--- config.mk ---
export PLATFORM = sky130hd
export DESIGN_NAME = mac_array_acc
export DESIGN_NICKNAME = d
export VERILOG_FILES = /design/src/rtl/mac_pkg.sv /design/src/rtl/mac_lane.sv /design/src/rtl/mac_array_acc.sv
export SDC_FILE = /design/constraint.sdc
export NUM_CORES = 2
export LEC_CHECK = 0
export CAP_MARGIN = 10
export CORE_UTILIZATION = 35
export DETAILED_ROUTE_END_ITERATION = 8
export GPL_ROUTABILITY_DRIVEN = 1
export SYNTH_ARGS = -nofsm -noshare
export SYNTH_HDL_FRONTEND = slang
export SYNTH_SLANG_ARGS = --single-unit
--- constraint.sdc ---
create_clock -name clk -period 28.7 [get_ports clk]
set_clock_uncertainty 0.1 [all_clocks]
set_input_delay 7.175 -clock clk [delete_from_list [all_inputs] [get_ports clk]]
set_output_delay 7.175 -clock clk [all_outputs]
set_load 0.005 [all_outputs]
--- src/rtl/mac_pkg.sv ---
`default_nettype none
// ============================================================================
//  Module      : mac_pkg
//  Description : Shared types and helpers for the MAC array: controller state
//                encoding, accumulator range limits and the saturating /
//                wrapping fit function used by both the lanes and the
//                reduction stage.
//  Revision    : 1.0  initial release
// ============================================================================
package mac_pkg;

    typedef enum logic [1:0] {
        ST_IDLE  = 2'd0,
        ST_ACCUM = 2'd1,
        ST_FLUSH = 2'd2,
        ST_DONE  = 2'd3
    } state_t;

    // Working width for all range arithmetic. Wide enough that any
    // accumulator (up to 62 bits) plus a product, or a sum over a few lanes,
    // never overflows before it is fitted back into the accumulator width.
    localparam int SAT_W = 64;

    localparam int ACC_WIDTH_DEF = 24;

    typedef struct packed {
        logic signed [SAT_W-1:0] value;
        logic                    ovf;
    } sat_res_t;

    function automatic logic signed [SAT_W-1:0] acc_max(input int width);
        return (64'sd1 <<< (width - 1)) - 64'sd1;
    endfunction

    function automatic logic signed [SAT_W-1:0] acc_min(input int width);
        return -(64'sd1 <<< (width - 1));
    endfunction

    localparam logic signed [SAT_W-1:0] ACC_MAX = acc_max(ACC_WIDTH_DEF);
    localparam logic signed [SAT_W-1:0] ACC_MIN = acc_min(ACC_WIDTH_DEF);

    // Fit an exact value into a signed field of 'width' bits: clamp when
    // sat_en is set, otherwise keep the low bits (two's-complement wrap).
    // The overflow flag is raised in both cases.
    function automatic sat_res_t sat_fit(input logic signed [SAT_W-1:0] sum,
                                         input int                      width,
                                         input bit                      sat_en);
        sat_res_t                r;
        logic signed [SAT_W-1:0] hi;
        logic signed [SAT_W-1:0] lo;
        logic signed [SAT_W-1:0] wrapped;
        hi      = acc_max(width);
        lo      = acc_min(width);
        wrapped = (sum <<< (SAT_W - width)) >>> (SAT_W - width);
        r.ovf   = (sum > hi) || (sum < lo);
        if (sat_en && (sum > hi))
            r.value = hi;
        else if (sat_en && (sum < lo))
            r.value = lo;
        else
            r.value = wrapped;
        return r;
    endfunction

    function automatic sat_res_t sat_add(input logic signed [SAT_W-1:0] x,
                                         input logic signed [SAT_W-1:0] y,
                                         input int                      width,
                                         input bit                      sat_en);
        return sat_fit(x + y, width, sat_en);
    endfunction

endpackage
`default_nettype wire

--- src/rtl/mac_lane.sv ---
`default_nettype none
// ============================================================================
//  Module      : mac_lane
//  Description : One signed MAC lane. Stage 1 registers the full-precision
//                product, stage 2 adds it into the accumulator with
//                saturation or wrap and a sticky overflow flag.
//  Ports       : load      - preload accumulator with bias, clear ovf
//                beat      - operand beat transfers this cycle
//                bias,a,b  - preload value and signed operands
//                acc       - accumulator register
//                acc_next  - value the accumulator takes at the next edge
//                ovf       - sticky overflow flag
//  Revision    : 1.0  initial release
// ============================================================================
module mac_lane
    import mac_pkg::*;
#(
    parameter int IN_WIDTH  = 8,
    parameter int ACC_WIDTH = 24,
    parameter bit SAT_EN    = 1'b1
) (
    input  logic                        clk,
    input  logic                        rst,
    input  logic                        load,
    input  logic                        beat,
    input  logic signed [ACC_WIDTH-1:0] bias,
    input  logic signed [IN_WIDTH-1:0]  a,
    input  logic signed [IN_WIDTH-1:0]  b,
    output logic signed [ACC_WIDTH-1:0] acc,
    output logic signed [ACC_WIDTH-1:0] acc_next,
    output logic                        ovf
);

    logic signed [2*IN_WIDTH-1:0] r_prod;
    logic                         r_prod_vld;
    logic signed [2*IN_WIDTH-1:0] w_prod;
    logic signed [SAT_W-1:0]      w_acc_ext;
    logic signed [SAT_W-1:0]      w_prod_ext;
    sat_res_t                     w_sum;
    logic                         w_ovf_set;

    always_comb begin
        w_prod     = $signed({{IN_WIDTH{a[IN_WIDTH-1]}}, a})
                   * $signed({{IN_WIDTH{b[IN_WIDTH-1]}}, b});
        w_acc_ext  = {{(SAT_W-ACC_WIDTH){acc[ACC_WIDTH-1]}}, acc};
        w_prod_ext = {{(SAT_W-2*IN_WIDTH){r_prod[2*IN_WIDTH-1]}}, r_prod};
        w_sum      = sat_add(w_acc_ext, w_prod_ext, ACC_WIDTH, SAT_EN);
        acc_next   = r_prod_vld ? w_sum.value[ACC_WIDTH-1:0] : acc;
        w_ovf_set  = r_prod_vld & w_sum.ovf;
    end

    always_ff @(posedge clk or posedge rst) begin
        if (rst) begin
            r_prod     <= '0;
            r_prod_vld <= 1'b0;
            acc        <= '0;
            ovf        <= 1'b0;
        end else if (load) begin
            r_prod_vld <= 1'b0;
            acc        <= bias;
            ovf        <= 1'b0;
        end else begin
            r_prod_vld <= beat;
            if (beat)
                r_prod <= w_prod;
            acc <= acc_next;
            ovf <= ovf | w_ovf_set;
        end
    end

endmodule
`default_nettype wire

--- src/rtl/mac_array_acc.sv ---
`default_nettype none
// ============================================================================
//  Module      : mac_array_acc
//  Description : NUM_MAC-lane signed MAC array accumulating a cfg_len-beat
//                operand stream with optional bias preload, saturation and
//                an optional all-lane reduction onto lane 0.
//  Ports       : start/cfg_len/cfg_reduce/bias_in - job setup (IDLE only)
//                in_valid/in_ready/a/b            - operand stream
//                out_valid/out_ready/acc_out      - result handshake
//                ovf  - sticky per-lane overflow, busy - not IDLE
//  Revision    : 1.0  initial release
// ============================================================================
module mac_array_acc
    import mac_pkg::*;
#(
    parameter int NUM_MAC   = 4,
    parameter int IN_WIDTH  = 8,
    parameter int ACC_WIDTH = 24,
    parameter int LEN_WIDTH = 10,
    parameter bit SAT_EN    = 1'b1
) (
    input  logic                          clk,
    input  logic                          rst,
    input  logic                          start,
    input  logic [LEN_WIDTH-1:0]          cfg_len,
    input  logic                          cfg_reduce,
    input  logic [NUM_MAC*ACC_WIDTH-1:0]  bias_in,
    input  logic                          in_valid,
    output logic                          in_ready,
    input  logic [NUM_MAC*IN_WIDTH-1:0]   a,
    input  logic [NUM_MAC*IN_WIDTH-1:0]   b,
    output logic                          out_valid,
    input  logic                          out_ready,
    output logic [NUM_MAC*ACC_WIDTH-1:0]  acc_out,
    output logic [NUM_MAC-1:0]            ovf,
    output logic                          busy
);

    state_t                         r_state;
    logic [LEN_WIDTH-1:0]           r_rem;
    logic                           r_in_ready;
    logic                           r_out_valid;
    logic                           r_busy;
    logic                           r_reduce;
    logic                           r_red_ovf;
    logic [NUM_MAC*ACC_WIDTH-1:0]   r_acc_out;

    logic                           w_load;
    logic                           w_beat;
    logic signed [ACC_WIDTH-1:0]    w_acc      [NUM_MAC];
    logic signed [ACC_WIDTH-1:0]    w_acc_next [NUM_MAC];
    logic [NUM_MAC-1:0]             w_lane_ovf;
    logic signed [SAT_W-1:0]        w_red_sum;
    sat_res_t                       w_red;

    assign w_load = (r_state == ST_IDLE) && start;
    assign w_beat = in_valid && r_in_ready;

    generate
        for (genvar i = 0; i < NUM_MAC; i++) begin : g_lane
            mac_lane #(
                .IN_WIDTH  (IN_WIDTH),
                .ACC_WIDTH (ACC_WIDTH),
                .SAT_EN    (SAT_EN)
            ) u_lane (
                .clk      (clk),
                .rst      (rst),
                .load     (w_load),
                .beat     (w_beat),
                .bias     (bias_in[i*ACC_WIDTH +: ACC_WIDTH]),
                .a        (a[i*IN_WIDTH +: IN_WIDTH]),
                .b        (b[i*IN_WIDTH +: IN_WIDTH]),
                .acc      (w_acc[i]),
                .acc_next (w_acc_next[i]),
                .ovf      (w_lane_ovf[i])
            );
        end
    endgenerate

    // Reduction over the accumulators' next values so that the product
    // retired during FLUSH is included. The SAT_W working width exceeds
    // ACC_WIDTH+clog2(NUM_MAC), so the sum is exact before fitting.
    always_comb begin
        w_red_sum = '0;
        for (int i = 0; i < NUM_MAC; i++)
            w_red_sum = w_red_sum
                      + {{(SAT_W-ACC_WIDTH){w_acc_next[i][ACC_WIDTH-1]}}, w_acc_next[i]};
        w_red = sat_fit(w_red_sum, ACC_WIDTH, SAT_EN);
    end

    always_ff @(posedge clk or posedge rst) begin
        if (rst) begin
            r_state     <= ST_IDLE;
            r_rem       <= '0;
            r_in_ready  <= 1'b0;
            r_out_valid <= 1'b0;
            r_busy      <= 1'b0;
            r_reduce    <= 1'b0;
            r_red_ovf   <= 1'b0;
            r_acc_out   <= '0;
        end else begin
            case (r_state)
                ST_IDLE: begin
                    if (start) begin
                        r_reduce  <= cfg_reduce;
                        r_red_ovf <= 1'b0;
                        r_rem     <= cfg_len;
                        r_busy    <= 1'b1;
                        if (cfg_len != '0) begin
                            r_state    <= ST_ACCUM;
                            r_in_ready <= 1'b1;
                        end else begin
                            r_state <= ST_FLUSH;
                        end
                    end
                end
                ST_ACCUM: begin
                    if (w_beat) begin
                        r_rem <= r_rem - 1'b1;
                        if (r_rem == LEN_WIDTH'(1)) begin
                            r_in_ready <= 1'b0;
                            r_state    <= ST_FLUSH;
                        end
                    end
                end
                ST_FLUSH: begin
                    r_state     <= ST_DONE;
                    r_out_valid <= 1'b1;
                    if (r_reduce)
                        r_red_ovf <= w_red.ovf;
                    for (int i = 0; i < NUM_MAC; i++) begin
                        if (!r_reduce)
                            r_acc_out[i*ACC_WIDTH +: ACC_WIDTH] <= w_acc_next[i];
                        else if (i == 0)
                            r_acc_out[i*ACC_WIDTH +: ACC_WIDTH] <= w_red.value[ACC_WIDTH-1:0];
                        else
                            r_acc_out[i*ACC_WIDTH +: ACC_WIDTH] <= '0;
                    end
                end
                ST_DONE: begin
                    if (out_ready) begin
                        r_out_valid <= 1'b0;
                        r_busy      <= 1'b0;
                        r_state     <= ST_IDLE;
                    end
                end
                default: r_state <= ST_IDLE;
            endcase
        end
    end

    always_comb begin
        ovf    = w_lane_ovf;
        ovf[0] = w_lane_ovf[0] | r_red_ovf;
    end

    assign in_ready  = r_in_ready;
    assign out_valid = r_out_valid;
    assign busy      = r_busy;
    assign acc_out   = r_acc_out;

endmodule
`default_nettype wire
; Word-level counts from Yosys, hierarchy flattened
; Cells that the tools add are included.
[word_totals]
ff_bits = 278
in_bits = 176
output_inout_bits = 103
word_cells = 132
[classes]
add_sub_neg = 8
n_mul = 4
magnitude_cmp = 10
eq_ne = 10
muxes = 48
bitwise = 10
reduce_logical = 21
[op_table]
columns = cell, count
row1 = $mux 24, 22
row2 = $add 24x16->25, 4
row3 = $gt 25x24->1 const B, 4
row4 = $lt 25x24->1 const B, 4
row5 = $mul 8x8->16, 4
row6 = $add 26x24->27, 1
row7 = $gt 27x24->1 const B, 1
row8 = $lt 27x24->1 const B, 1
row9 = $add 25x24->26, 1
row10 = $add 24x24->25, 1
row11 = $mux 10, 2
row12 = $pmux 10 s2, 1
row13 = $mux 1, 13
row14 = $eq 10x1->1 const B, 1
row15 = $mux 2, 5
row16 = $reduce_bool 10->1, 1
row17 = $sub 10x1->10 const B, 1
row18 = $reduce_and 3->1, 3
row19 = $ne 2x2->1 const B, 4
row20 = $pmux 1 s2, 4
row21 = $pmux 2 s4, 1
row22 = $reduce_bool 2->1, 4
row23 = $reduce_and 2->1, 3
row24 = $logic_or 1x1->1, 5
row25 = other kinds (10), 20

; Depth between registers and ports, before layout
[logic_depth]
depth_word = 12
mapped_depth = 32
ltp_nobuf = 28

; By module
; A second synthesis with hierarchy kept.
[hier_totals]
hier_cells = 3731
area_unflattened_um2 = 31764.2
[modules_own_cells]
columns = mod, instances, cells_per_inst, area_per_inst_um2, seq_area_each_um2
row1 = mac_array_acc, 1, 938, 8036.5, 2827.7
row2 = mac_lane (g_lane[2].u_lane), 1, 702, 6047.0, 1051.0
row3 = mac_lane (g_lane[1].u_lane), 1, 689, 6045.8, 1051.0
row4 = mac_lane (g_lane[0].u_lane), 1, 717, 5849.4, 1051.0
row5 = mac_lane (g_lane[3].u_lane), 1, 685, 5785.5, 1051.0

; Least setup slack after synthesis
; OpenSTA, ideal clock, no wires.
[synth_path]
kind = in2reg
start = input port b[6]
end = register g_lane[0].u_lane.r_prod[15]
setup_time_ns = 0.133
t_arrival_ns = 11.110
t_required_ns = 28.467
path_slack_ns = 17.357
stages = 17
path_buffers = 1
path_cell_list = clkbuf_1 -> nand2_1 -> fa_1 -> fa_1 -> inv_1 -> fa_1 -> fa_1 -> ha_1 -> inv_1 -> o21ai_0 -> a21oi_1 -> nand2b_1 -> a21oi_1 -> o31a_1 -> o41ai_1 -> xnor2_1 -> o21ai_0
[synth_via]
elab_chain_cells = 1
[synth_lines]
columns = item, line
row1 = start: declaration, mac_array_acc.sv:31  ; input logic [NUM_MAC*IN_WIDTH-1:0] b,
row2 = $mul 8x8->16, mac_lane.sv:44  ; * $signed({{IN_WIDTH{b[IN_WIDTH-1]}}, b});
row3 = end signal: assignment, mac_lane.sv:65  ; r_prod <= w_prod;
row4 = end: declaration, mac_lane.sv:34  ; logic signed [2*IN_WIDTH-1:0] r_prod;
; Every way passes these cells.
; A chain may end at the register's enable or synchronous reset.

; Worst setup path after layout
[layout_path]
start = input port b[7]
end = register g_lane[0].u_lane.r_prod[15]
; The elaborated chain is that of the path after synthesis.

==> results.yml <==
layout:
  final_common_cell: "inv_1"
  most-common-layout-cells: "inv_1, nand2_1, clkdlybuf4s50_1"
  nNetsFinal: 4237
  fill_cells: 8362
  drive_gt1_share_pct: 5.27
  area_delta_synth_final_pct: 17.3
  antennaDiodeCount: 0
clock_network:
  cts_resized: 0
  path_clk_slew_ns: 0.06
  cts_hold_buf: 0
  tritoncts: "built"
  cts_root_buffer: "clkbuf_16"
  cts_inserted_buffers: 34
  cts_sinks: 278
  postCtsSetupBuffers: 0
  cts-htree-levels: 2
  insertion_delay_ns: 0.56
  cts_buffer_depth: 3
global_routing:
  grt_max_degree: 107
  antenna_found_initial: 2
  grt_pass1_wl_mm: 142
  grt_use_total_pct: 21.4
  grt_pass1_vias: 24270
  overflow: 0
status:
  run_status: "completed"
critical_path:
  worstSetupStartpoint: "b[7]"
  critPathRequiredTime_ns: 29.02
  crit_path_start_kind: "primary input"
  crit_type: "primary input to register"
  worstSetupEndpointType: "register"
  crit_fanout: 9
  critPathArrivalTime_ns: 11.90
  reg2reg_depth: 23
  reg2reg_from: "g_lane[1].u_lane.r_prod[15]$_DFFE_PP0P_"
placed_design:
  place_congestion: 0.936
  dp_hpwl_mm: 72.9
  io_buffers: 278
logic_synthesis:
  synth_warnings: 0
  synth-edff-count: 0
  ys_types: 94
  synth_top_flop_cell: "dfrtp_1"
  syn_nets: 4011
  ys_async_sr_fraction_pct: 100
  syn_inst: 3317
  yosysSeqAreaShare_pct: 23.5
  postSynthAreaPerCell_sq_um: 8.92
  netlist_area_sq_mm: 0.0296
  synth_seq_cells: 278
floorplan:
  core_area_sq_mm: 0.0837
  dieHeight_microns: 293
  start_util_pct: 35.3
  die_area_sq_mm: 0.0857
  boundaryPins: 279
  rows: 106
  die_w_microns: 293
timing:
  grt_setup_unrepaired: "no"
  setup_viol: 0
  hold_viol: 0
  min_period_ns: 11.58
  max_freq_mhz: 86.3
  min_period_over_period_pct: 40.4
  fin_setup_tns_ns: 0
  slew_viol_final: 0
  relSlewSlack_pct: 20.1
  worstMarginPinSlew_ns: 1.20
drt:
  wire_per_inst_microns: 19.5
  drt_iter0_drc: 1641
  wirelength_mm: 91.9
  route.detailed.drc: 0
  dr.pass1.iters: 5
  viasPerCell: 5.20
  antenna_left: 0
  dr_total_vias: 24459
worst_hold_path:
  hp-class: "register to register"
  hold_depth: 1
  min-delay-start: "acc_out[63]$_DFFE_PP0P_"
job:
  cap_violations: 0
## final cells by class
type | instances | area (sq um) | area share [%]
multi-input cells | 2504 | 20600 | 59.2
flip-flops and latches | 278 | 6960 | 20.1
repair buffers | 305 | 2990 | 8.60
inverters | 420 | 1580 | 4.57
well taps | 1134 | 1420 | 4.09
clock buffers | 49 | 1030 | 2.97
clock inverters | 11 | 164 | 0.472
## synth_stat cells, types with 26 or more instances
cell type / instances / area (sq um)
clkbuf_1: 77 / 289
nand3_1: 33 / 165
o21ai_0: 151 / 756
fa_1: 263 / 5270
nor2_1: 228 / 856
nand2_1: 312 / 1170
nor3_1: 26 / 130
a31oi_1: 27 / 169
a21oi_1: 274 / 1370
xor2_1: 66 / 578
o31ai_1: 28 / 210
nand2b_1: 46 / 288
xnor2_1: 89 / 780
dfrtp_1: 278 / 6960
a21o_1: 72 / 541
and2_1: 158 / 988
o2bb2ai_1: 49 / 429
ha_1: 255 / 3190
inv_1: 418 / 1570
## per-stage QoR
| stage | hold slack, ns | worst slack (ns) | instances | cell area (sq um) | util [%] |
|---|---|---|---|---|---|
| after CTS | 0.386 | 17.11 | 4701 | 34700 | 41.5 |
| final | 0.377 | 17.12 | 4701 | 34700 | 41.5 |
| after global placement | 0.367 | 16.62 | 4641 | 33500 | 40.0 |
| after detailed placement | 0.372 | 16.52 | 4641 | 33500 | 40.0 |
| after floorplan | 0.345 | 13.76 | 3317 | 29600 | - |
| after global routing | 0.403 | 16.73 | 4701 | 34700 | 41.5 |
## flip-flops by register name, indices dropped and copies added, names as in the netlist
signal	flops
g_lane.u_lane.r_prod_vld	1
r_rem	10
in_ready	1
busy	1
g_lane.u_lane.acc	96
g_lane.u_lane.r_prod	64
r_red_ovf	1
r_reduce	1
r_state	2
acc_out	96
g_lane.u_lane.ovf	4
out_valid	1
## cells by family after synthesis
kind of cell               Yosys count  synth area share, %
and+or+nand+nor                    920                 14.9
AOI/OAI and AO/OA                  875                 20.1
buffers and inverters              535                 7.09
adders and majority gates          525                 28.8
DFF                                278                 23.5
xor gates and xnor gates           155                 4.59
muxes                               29                 1.07
## worst paths after layout
check,end,slack [ns]
max in group asynchronous,g_lane[0].u_lane.acc[19]$_DFF_PP0_,18.56
min in group asynchronous,acc_out[41]$_DFFE_PP0P_,7.03
hold reg to reg,acc_out[63]$_DFFE_PP0P_,0.38
hold / removal,acc_out[63]$_DFFE_PP0P_,0.38
setup reg to reg,acc_out[0]$_DFFE_PP0P_,20.23
setup / recovery,g_lane[0].u_lane.r_prod[15]$_DFFE_PP0P_,17.12
## critical path, stage by stage
cell	delay [ns]
clkdlybuf4s50_1	0.73
nand2b_1	0.16
fa_1	0.53
fa_1	0.54
inv_1	0.05
fa_1	0.50
fa_1	0.49
ha_1	0.31
inv_1	0.09
o21ai_0	0.10
a21oi_1	0.21
nand2b_1	0.13
a21oi_1	0.08
o31a_1	0.26
o41ai_1	0.31
xnor2_1	0.16
o21ai_0	0.08
## metal layers
metal | global-route usage [%] | part of all wire, % | up-vias
met5 | 0 | 0.034 | -
li1 | - | - | 11747
met1 | 30.5 | 47 | 12003
met4 | 5.87 | 2.7 | 4
met2 | 33.4 | 44 | 598
met3 | 3.63 | 6.2 | 107
Power is not shown: default switching activity piles up to over one toggle a cycle in this logic, so the estimate is an artifact.
